[src/rtl/fetch_unit.sv]
// fetch_unit: in-order instruction fetch feeding decode through a 2-entry {inst, pc} queue.
// Define FETCH_STALL_CNT_EN to add the saturating stall_cnt output.
module fetch_unit #(
  parameter int unsigned       ADDR_W   = 16,
  parameter logic [ADDR_W-1:0] RESET_PC = 16'h0000
) (
  input  logic              clk,
  input  logic              rst_n,
  output logic              imem_en,
  output logic [ADDR_W-1:0] imem_addr,
  input  logic [31:0]       imem_rdata,
  input  logic              redirect_valid,
  input  logic [ADDR_W-1:0] redirect_pc,
  output logic              inst_valid,
  input  logic              inst_ready,
  output logic [31:0]       inst_data,
  output logic [ADDR_W-1:0] inst_pc
`ifdef FETCH_STALL_CNT_EN
  ,
  output logic [15:0]       stall_cnt
`endif
);

  typedef enum logic [1:0] {
    ST_BOOT  = 2'd0,
    ST_RUN   = 2'd1,
    ST_FLUSH = 2'd2
  } state_e;

  state_e            state_q, state_d;
  logic [ADDR_W-1:0] fetch_pc_q, fetch_pc_d;
  logic [ADDR_W-1:0] issue_pc_q, issue_pc_d;
  logic              inflight_q, inflight_d;
  logic [1:0]        count_q, count_d;
  logic [31:0]       data0_q, data0_d, data1_q, data1_d;
  logic [ADDR_W-1:0] pc0_q, pc0_d, pc1_q, pc1_d;

  logic              pop_s;
  logic              push_s;
  logic              issue_s;
  logic [2:0]        pending_s;

  assign inst_valid = (count_q != 2'd0);
  assign inst_data  = data0_q;
  assign inst_pc    = pc0_q;
  assign pop_s      = inst_valid && inst_ready;
  // A response returning in a redirect cycle belongs to the old path and is dropped.
  assign push_s     = inflight_q && !redirect_valid;
  // Pop never exceeds occupancy, so this cannot underflow.
  assign pending_s  = {1'b0, count_q} + {2'b00, inflight_q} - {2'b00, pop_s};
  assign issue_s    = (state_q == ST_RUN) && !redirect_valid && (pending_s < 3'd2);
  assign imem_en    = issue_s;
  assign imem_addr  = issue_s ? fetch_pc_q : '0;

  // FSM next state
  always_comb begin
    state_d = state_q;
    case (state_q)
      ST_BOOT:  state_d = ST_RUN;
      ST_RUN:   state_d = redirect_valid ? ST_FLUSH : ST_RUN;
      ST_FLUSH: state_d = redirect_valid ? ST_FLUSH : ST_RUN;
      default:  state_d = ST_BOOT;
    endcase
  end

  // fetch pointer and in-flight tracking
  always_comb begin
    fetch_pc_d = fetch_pc_q;
    issue_pc_d = issue_pc_q;
    inflight_d = issue_s;
    if (redirect_valid) begin
      fetch_pc_d = redirect_pc;
    end else if (issue_s) begin
      fetch_pc_d = fetch_pc_q + {{(ADDR_W-1){1'b0}}, 1'b1};
      issue_pc_d = fetch_pc_q;
    end else begin
      fetch_pc_d = fetch_pc_q;
    end
  end

  // queue update: redirect flushes, otherwise shift on pop and append on push
  always_comb begin
    count_d = count_q;
    data0_d = data0_q;
    data1_d = data1_q;
    pc0_d   = pc0_q;
    pc1_d   = pc1_q;
    if (redirect_valid) begin
      count_d = 2'd0;
      data0_d = '0;
      pc0_d   = '0;
    end else begin
      case ({push_s, pop_s})
        2'b01: begin
          data0_d = data1_q;
          pc0_d   = pc1_q;
          count_d = count_q - 2'd1;
        end
        2'b10: begin
          if (count_q == 2'd0) begin
            data0_d = imem_rdata;
            pc0_d   = issue_pc_q;
          end else begin
            data1_d = imem_rdata;
            pc1_d   = issue_pc_q;
          end
          count_d = count_q + 2'd1;
        end
        2'b11: begin
          if (count_q == 2'd1) begin
            data0_d = imem_rdata;
            pc0_d   = issue_pc_q;
          end else begin
            data0_d = data1_q;
            pc0_d   = pc1_q;
            data1_d = imem_rdata;
            pc1_d   = issue_pc_q;
          end
        end
        default: count_d = count_q;
      endcase
    end
  end

  // state registers
  always_ff @(posedge clk or negedge rst_n) begin
    if (!rst_n) begin
      state_q    <= ST_BOOT;
      fetch_pc_q <= RESET_PC;
      issue_pc_q <= '0;
      inflight_q <= 1'b0;
      count_q    <= 2'd0;
      data0_q    <= '0;
      data1_q    <= '0;
      pc0_q      <= '0;
      pc1_q      <= '0;
    end else begin
      state_q    <= state_d;
      fetch_pc_q <= fetch_pc_d;
      issue_pc_q <= issue_pc_d;
      inflight_q <= inflight_d;
      count_q    <= count_d;
      data0_q    <= data0_d;
      data1_q    <= data1_d;
      pc0_q      <= pc0_d;
      pc1_q      <= pc1_d;
    end
  end

`ifdef FETCH_STALL_CNT_EN
  logic [15:0] stall_cnt_q, stall_cnt_d;

  // stall counter: cleared by redirect, saturating increment on back-pressure
  always_comb begin
    stall_cnt_d = stall_cnt_q;
    if (redirect_valid) begin
      stall_cnt_d = 16'h0000;
    end else if (inst_valid && !inst_ready && (stall_cnt_q != 16'hFFFF)) begin
      stall_cnt_d = stall_cnt_q + 16'h0001;
    end else begin
      stall_cnt_d = stall_cnt_q;
    end
  end

  always_ff @(posedge clk or negedge rst_n) begin
    if (!rst_n) begin
      stall_cnt_q <= 16'h0000;
    end else begin
      stall_cnt_q <= stall_cnt_d;
    end
  end

  assign stall_cnt = stall_cnt_q;
`endif

endmodule

[config.mk]
export PLATFORM = sky130hd
export DESIGN_NAME = fetch_unit
export DESIGN_NICKNAME = d
export VERILOG_FILES = /design/src/rtl/fetch_unit.sv
export SDC_FILE = /design/constraint.sdc
export NUM_CORES = 1
export LEC_CHECK = 0
export ABC_AREA = 1
export CORE_MARGIN = 8
export CORE_UTILIZATION = 52
export CTS_BUF_LIST = sky130_fd_sc_hd__clkbuf_4 sky130_fd_sc_hd__clkbuf_8 sky130_fd_sc_hd__clkbuf_16
export CTS_CLUSTER_SIZE = 24
export DETAILED_ROUTE_END_ITERATION = 12
export GPL_TIMING_DRIVEN = 0
export PLACE_DENSITY = 0.82
export SLEW_MARGIN = 40
export SYNTH_ARGS = -nofsm -noshare
export SYNTH_HDL_FRONTEND = slang
export SYNTH_SLANG_ARGS = --single-unit
[constraint.sdc]
create_clock -name clk -period 3.2 [get_ports clk]
set_input_delay 0.64 -clock clk [delete_from_list [all_inputs] [get_ports clk]]
set_output_delay 0.64 -clock clk [all_outputs]
set_load 0.005 [all_outputs]
==> results of run 1 <==
metal layers:
layer | wire, µm | share of wire, % | up-vias
met1 | 7370 | 40 | 2812
met3 | 1330 | 7.2 | 76
met4 | 653 | 3.5 | 0
met2 | 9090 | 49 | 307
li1 | - | - | 2823
met5 | 0 | 0 | -
layout by cell type (no fill, tap or decap), types with 2 or more instances in the layout:
cell type / n
buf_6: 18
inv_2: 10
clkinv_2: 2
nand2_4: 7
buf_1: 2
inv_1: 76
nand2_2: 3
o211ai_1: 6
nand3_1: 28
clkbuf_8: 5
nor2_4: 12
dfrtp_1: 133
nor2_2: 2
o21ai_0: 114
clkdlybuf4s50_1: 98
buf_4: 39
buf_2: 16
a21oi_1: 5
clkbuf_16: 17
nand2_1: 308
clkbuf_1: 14
clkbuf_4: 2
nand3_4: 3
inv_4: 2
nand4_1: 4
ha_1: 5
o21bai_1: 6
nor2_1: 27
critical path: cells and delay by family, from the launching register on:
kind / cells / cell delay [ps]
flip-flops: 1 / 390
AND/OR/NAND/NOR: 5 / 550
AO/OA/AOI/OAI: 1 / 90
buffers and inverters: 5 / 510
adder cells (fa/ha/maj): 2 / 760
logic make-up after synthesis:
| kind of cell | Yosys count |
|---|---|
| and+or+nand+nor | 395 |
| AOI/OAI and AO/OA | 133 |
| DFF | 133 |
| buffers and inverters | 126 |
| adders and majority gates | 7 |
| xor gates and xnor gates | 1 |
flip-flops by register name (all words and copies together), names as in the netlist:
register	count
data1_q	32
inflight_q	1
issue_pc_q	16
fetch_pc_q	16
pc1_q	16
state_q	2
count_q	2
inst_pc	16
inst_data	32
timing repair:
action                                  4_1_cts  5_1_grt
setup buffers                                28        9
pin swaps                                    11       11
gates resized for setup                     147       15
endpoints found under the setup margin       17       17
path summary, 6_finish.rpt:
kind                               start        endpoint  cells past startpoint
setup reg to reg              count_q[0]  fetch_pc_q[14]                     14
hold reg to reg            inst_data[10]   inst_data[10]                      2
setup / recovery              count_q[0]    imem_addr[0]                     13
max in group asynchronous          rst_n      inst_pc[6]                      2
min in group clk           inst_data[10]   inst_data[10]                      2
hold / removal                     rst_n    inst_data[3]                      1
power breakdown:
group          internal (mW)  switching [mW]  leakage, nW
registers               2.31           0.390         1.73
logic                   1.26            1.46         2.42
clock network           1.17           0.677        0.277
total                   4.74            2.53         4.43
final cells by class:
type                            count  area [µm²]  share of cell area [%]
Buffer                             36         210                    2.43
Inverter                           88         335                    3.88
Multi-Input combinational cell    536        2560                    29.6
Clock inverter                      4        47.5                   0.550
Tap cell                          147         184                    2.13
Sequential cell                   133        3330                    38.5
Timing Repair Buffer              155        1480                    17.1
Clock buffer                       24         509                    5.89
==> results.md, run 1 <==
- Overflow after GRT: 0
- Via count: 6018
- Post-route DRC: 0
- Fin crit period: 3350 ps
- Pwr Total: 7.27 mW
- Die area: 15700 µm²
- CTS tree: yes
- Vias in the first global route: 5990
- CORE AREA: 11800 µm²
- DRT antenna net count: 0
- Synth top area share: 53.6%
- Clock skew: 8.19 ps
- Post-synth EDFFs: 0
- Iteration count of the initial detailed-routing pass: 5
- First-pass GRT wire length: 29100 µm
- Maximum VDD drop: 0.000449 V
- Worst reg-to-reg setup slack: 530 ps
- Fin worst setup slack: -150 ps
- Async SR Flop Fraction: 100%
- Seq/Total Area, Yosys: 53.6%
- Crit Path Category: register to output pin
- Post-DP Area: 7590 µm²
- Most frequent CP cell: buf_6
- CP max stage delay: 580 ps
- Largest family of logic cells by synthesized area: simple AND/OR/NAND/NOR gates
- Mean Syn Cell Area: 7.81 µm²
- Synth-to-Final Area Change: 39.4%
- Synth top area cells: dfrtp_1, nand2_1, o21ai_0
- Xor and xnor area share after synthesis: 0.141%
- Area leader, netlist: dfrtp_1
- Number of DRC markers in iteration 0: 584
- CP startpoint kind: register
- Register bit count reported by yosys: 133
- Setup TNS: -1150 ps
- Synthesized-area fraction occupied by adder cells: 1.53%
- Relative slew slack: 56.8%
- Utilization after layout: 73.3%
- Compound-gate portion of the synthesized area: 11.4%
- Placed insts: 1060
- Worst hold slack: 148 ps
- Fill count: 818
- Post-route cell area: 8650 µm²
- Final hold violations: 0
- Post-DP HPWL: 11300 µm
- Yosys warning count: 0
- P_leak: 4.43 nW
- Failing checks: setup timing
- RSZ-0062 raised after global routing: yes
- Row count: 40
- Largest net degree at the start of global routing: 74
- Synth cell types: 22
- # H-tree levels: 4
- Layout cells sized above 1: 15.2%
- Hold Path Class: primary input to async pin
- Port buffer count: 117
- Number of setup violations in the final report: 17
- Gr busiest metal: met2
- Final wirelength: 18400 µm
- CP max-delay cell: fa_2
- Most common cell in the netlist: nand2_1
- Met2 Use GR: 38.0%
- Final Max Tran Viols: 0
- Layout Nets: 1026
- Worst Setup End Kind: output pin
- Global-route met3 utilization: 6.25%
- Status: finished with violations
- Pre-CTS setup slack: -979 ps
- Crit path DAT: 2710 ps
- Finished Layout Cells: 1123
- Cts hold-fix bufs: 0
- Cells along the critical path: inv_2 -> ha_4 -> nor2_4 -> nor2_2 -> o21ai_2 -> fa_2 -> nand3_2 -> nor2_4 -> buf_6 -> buf_6 -> nand2_4 -> inv_2 -> buf_6
- Gr usage total: 22.9%
- Mapped Nets: 854
- Routed vias/inst: 5.36
- Synthesized instance count: 795
- Starting Density: 52.6%
- Most common flop cell mapped by yosys: dfrtp_1
- Mean routed wirelength per cell: 16.4 µm
- Most frequent cells after synthesis: nand2_1, dfrtp_1, o21ai_0, inv_1, nor2_1
- Tcrit/Tclk final: 105%
- Synthesized cell area: 6210 µm²
- Ports: 118
- Clock sink total: 133
- Clk root buf: clkbuf_16
- Die H: 125 µm
- Fmax: 0.299 GHz
- RePlAce Congestion: 0.892
- ANT cells: 0
- Clk Latency, worst-skew pair: 410 ps
- Clock Path Buffers: 2
- TritonCTS Buffers: 17
- Multiplexer share of the synthesized area: 0%
- Worst Path Max Fanout: 4
- Initial antenna violation count: 0
- Power Density: 840 nW/µm²
- Met1 GRT Util: 26.9%
- Simple logic cell fraction of the synthesized area: 24.8%
- Worst endpoint required time: 2560 ps
- Pin slew with the least headroom to its limit: 645 ps
- Width of the die: 125 µm
- Reg clk slew, reported paths: 50 ps
- Max_cap viols: 0
(Power assumes the default switching activity.)
==> inputs of run 2 (changes only) <==
- SKIP_LAST_GASP: default -> 1
- SLEW_MARGIN: 40 -> 10
==> results.md, run 2 (synthesis results as in run 1) <==
- Status: finished with violations (unchanged)
- Failing checks: setup timing (unchanged)
- CP startpoint kind: register (unchanged)
- Pre-CTS setup slack: -979 ps (unchanged)
- Fmax: 0.300 GHz (was 0.299 GHz)
- CORE AREA: 11800 µm² (unchanged)
- # H-tree levels: 4 (unchanged)
- Register area: 3330 µm² (unchanged)
- Vias in the first global route: 5990 (unchanged)
- Clock sink total: 133 (unchanged)
- Pwr Total: 7.21 mW (was 7.27 mW)
- Worst Setup End Kind: output pin (unchanged)
- Clk Latency, worst-skew pair: 420 ps (was 410 ps)
- DRT antenna net count: 0 (unchanged)
- FF-to-FF Start: count_q[0] (unchanged)
- Cells along the critical path: inv_2 -> ha_4 -> inv_4 -> nand2_4 -> nor2_4 -> buf_6 -> fa_2 -> nand3_2 -> nor2_4 -> buf_6 -> buf_6 -> nand2_4 -> inv_2 -> buf_6 (was inv_2 -> ha_4 -> nor2_4 -> nor2_2 -> o21ai_2 -> fa_2 -> nand3_2 -> nor2_4 -> buf_6 -> buf_6 -> nand2_4 -> inv_2 -> buf_6)
- Buffers plus inverters on the worst setup path: 7 (was 5)
- Clock skew: 7.56 ps (was 8.19 ps)
- Layout Nets: 1023 (was 1026)
- Most common cell after layout, fill and taps aside: nand2_1 (unchanged)
- Final wirelength: 18000 µm (was 18400 µm)
- Finished Layout Cells: 1120 (was 1123)
- Initial antenna violation count: 0 (unchanged)
- Area of the multi-input gates: 2550 µm² (was 2560 µm²)
- Layout cells sized above 1: 14.9% (was 15.2%)
- Synth-to-Final Area Change: 38.6% (was 39.4%)
- Mean routed wirelength per cell: 16.1 µm (was 16.4 µm)
- Iteration count of the initial detailed-routing pass: 6 (was 5)
- TritonCTS Buffers: 17 (unchanged)
- Top Family by Delay on Critical Path: adder cells (unchanged)
- First-pass GRT wire length: 29100 µm (unchanged)
- Tcrit/Tclk final: 104% (was 105%)
- Routed vias/inst: 5.27 (was 5.36)
- Commonest cells after routing, fill and taps aside: nand2_1, dfrtp_1, o21ai_0 (unchanged)
- Worst Reg-to-Reg Cells: 15 (was 14)
- Number of DRC markers in iteration 0: 647 (was 584)
- Post-route DRC: 0 (unchanged)
- RePlAce Congestion: 0.892 (unchanged)
- Port buffer count: 117 (unchanged)
- Post-route cell area: 8600 µm² (was 8650 µm²)
- Pin slew with the least headroom to its limit: 600 ps (was 645 ps)
- Final hold violations: 0 (unchanged)
- Clk root buf: clkbuf_16 (unchanged)
- Fill count: 836 (was 818)
- Fin crit period: 3330 ps (was 3350 ps)
- Final Max Tran Viols: 0 (unchanged)
- Fin worst setup slack: -133 ps (was -150 ps)
- CTS tree: yes (unchanged)
- Critical Path Start: count_q[0] (unchanged)
- Hold Path Class: primary input to async pin (unchanged)
- CP max stage delay: 590 ps (was 580 ps)
- Placed insts: 1060 (unchanged)
- Crit Path Category: register to output pin (unchanged)
- Worst endpoint required time: 2560 ps (about the same)
- Width of the die: 125 µm (unchanged)
- Post-DP Area: 7590 µm² (about the same)
- Post-DP HPWL: 11300 µm (about the same)
- RSZ-0062 raised after global routing: yes (unchanged)
- Starting Density: 52.6% (unchanged)
- Power Density: 839 nW/µm² (was 840 nW/µm²)
- Worst Path Max Fanout: 4 (unchanged)
- Ports: 118 (unchanged)
- Clock Path Buffers: 2 (unchanged)
- Max_cap viols: 0 (unchanged)
- Die area: 15700 µm² (unchanged)
- Overflow after GRT: 0 (unchanged)
- Gr usage total: 22.9% (unchanged)
- Largest net degree at the start of global routing: 74 (unchanged)
- Reg clk slew, reported paths: 50 ps (about the same)
- Worst reg-to-reg setup slack: 580 ps (was 530 ps)
- RR Endpoint: fetch_pc_q[14] (unchanged)
- Most frequent CP cell: buf_6 (unchanged)
- ANT cells: 0 (unchanged)
- Die H: 125 µm (unchanged)
- Maximum VDD drop: 0.000427 V (was 0.000449 V)
- Via count: 5903 (was 6018)
- Cts hold-fix bufs: 0 (unchanged)
- Crit path DAT: 2690 ps (was 2710 ps)
- Number of setup violations in the final report: 16 (was 17)
- Row count: 40 (unchanged)
- CP max-delay cell: fa_2 (unchanged)
- P_leak: 4.41 nW (was 4.43 nW)
- Relative slew slack: 59.8% (was 56.8%)
==> run 2: worst max path at each step <==
stage               endpoint  slack, ps  cells after the start
6_report        imem_addr[0]       -130                     14
3_3_place_gp   inst_data[30]      -3640                      1
5_1_grt         imem_addr[0]       -230                     14
4_1_cts         imem_addr[6]        -60                     13
2_1_floorplan   imem_addr[1]        180                     12
3_5_place_dp    imem_addr[7]       -980                     11
==> run 2: what timing repair did <==
| item | 4_1_cts | 5_1_grt |
|---|---|---|
| endpoints found under the setup margin | 17 | 17 |
| pin swaps | 11 | 12 |
| endpoints found under the hold margin | 0 | 0 |
| buffers inserted | 28 | 7 |
| gates resized for setup | 146 | 12 |
| cloned | 0 | 0 |
==> run 2: where the power goes <==
part / internal (mW) / switching [mW] / total (mW)
logic: 1.24 / 1.42 / 2.67
registers: 2.31 / 0.387 / 2.70
clock network: 1.17 / 0.677 / 1.84
total: 4.72 / 2.49 / 7.21
==> run 2: routing by layer <==
| metal | share of wire (%) | GRT usage [%] | up-vias |
|---|---|---|---|
| met5 | 0 | 0 | - |
| met4 | 3.4 | 11.8 | 0 |
| met3 | 7.0 | 6.25 | 67 |
| met2 | 49 | 38.0 | 276 |
| met1 | 41 | 26.9 | 2735 |
| li1 | - | - | 2825 |
==> run 2: area by class of cell <==
class | count | share of cell area [%]
repair buffers | 152 | 16.7
clock buffers | 24 | 5.92
plain buffers | 36 | 2.44
multi-input cells | 536 | 29.7
well taps | 147 | 2.14
clock inverters | 4 | 0.553
flip-flops and latches | 133 | 38.7
inverters | 88 | 3.87
==> run 2: worst reg2reg max path: stages, from the launching register on <==
cell,delay [ps]
dfrtp_1,390
inv_2,90
ha_4,180
inv_4,50
nand2_4,80
nor2_4,40
buf_6,110
fa_2,600
nand2_2,80
nor2_4,120
nand2_4,120
buf_12,170
buf_4,150
nor2_1,150
nand2_1,120
nand3_1,130
==> run 2: through the flow <==
stage                     util, %  hold slack [ps]  TNS (ps)
after detailed placement     64.3              464    -13790
after floorplan                 -              344         0
final                        72.8              203      -898
after global routing         72.8              232     -2270
after global placement       64.0              462   -495880
after CTS                    72.4              225      -459
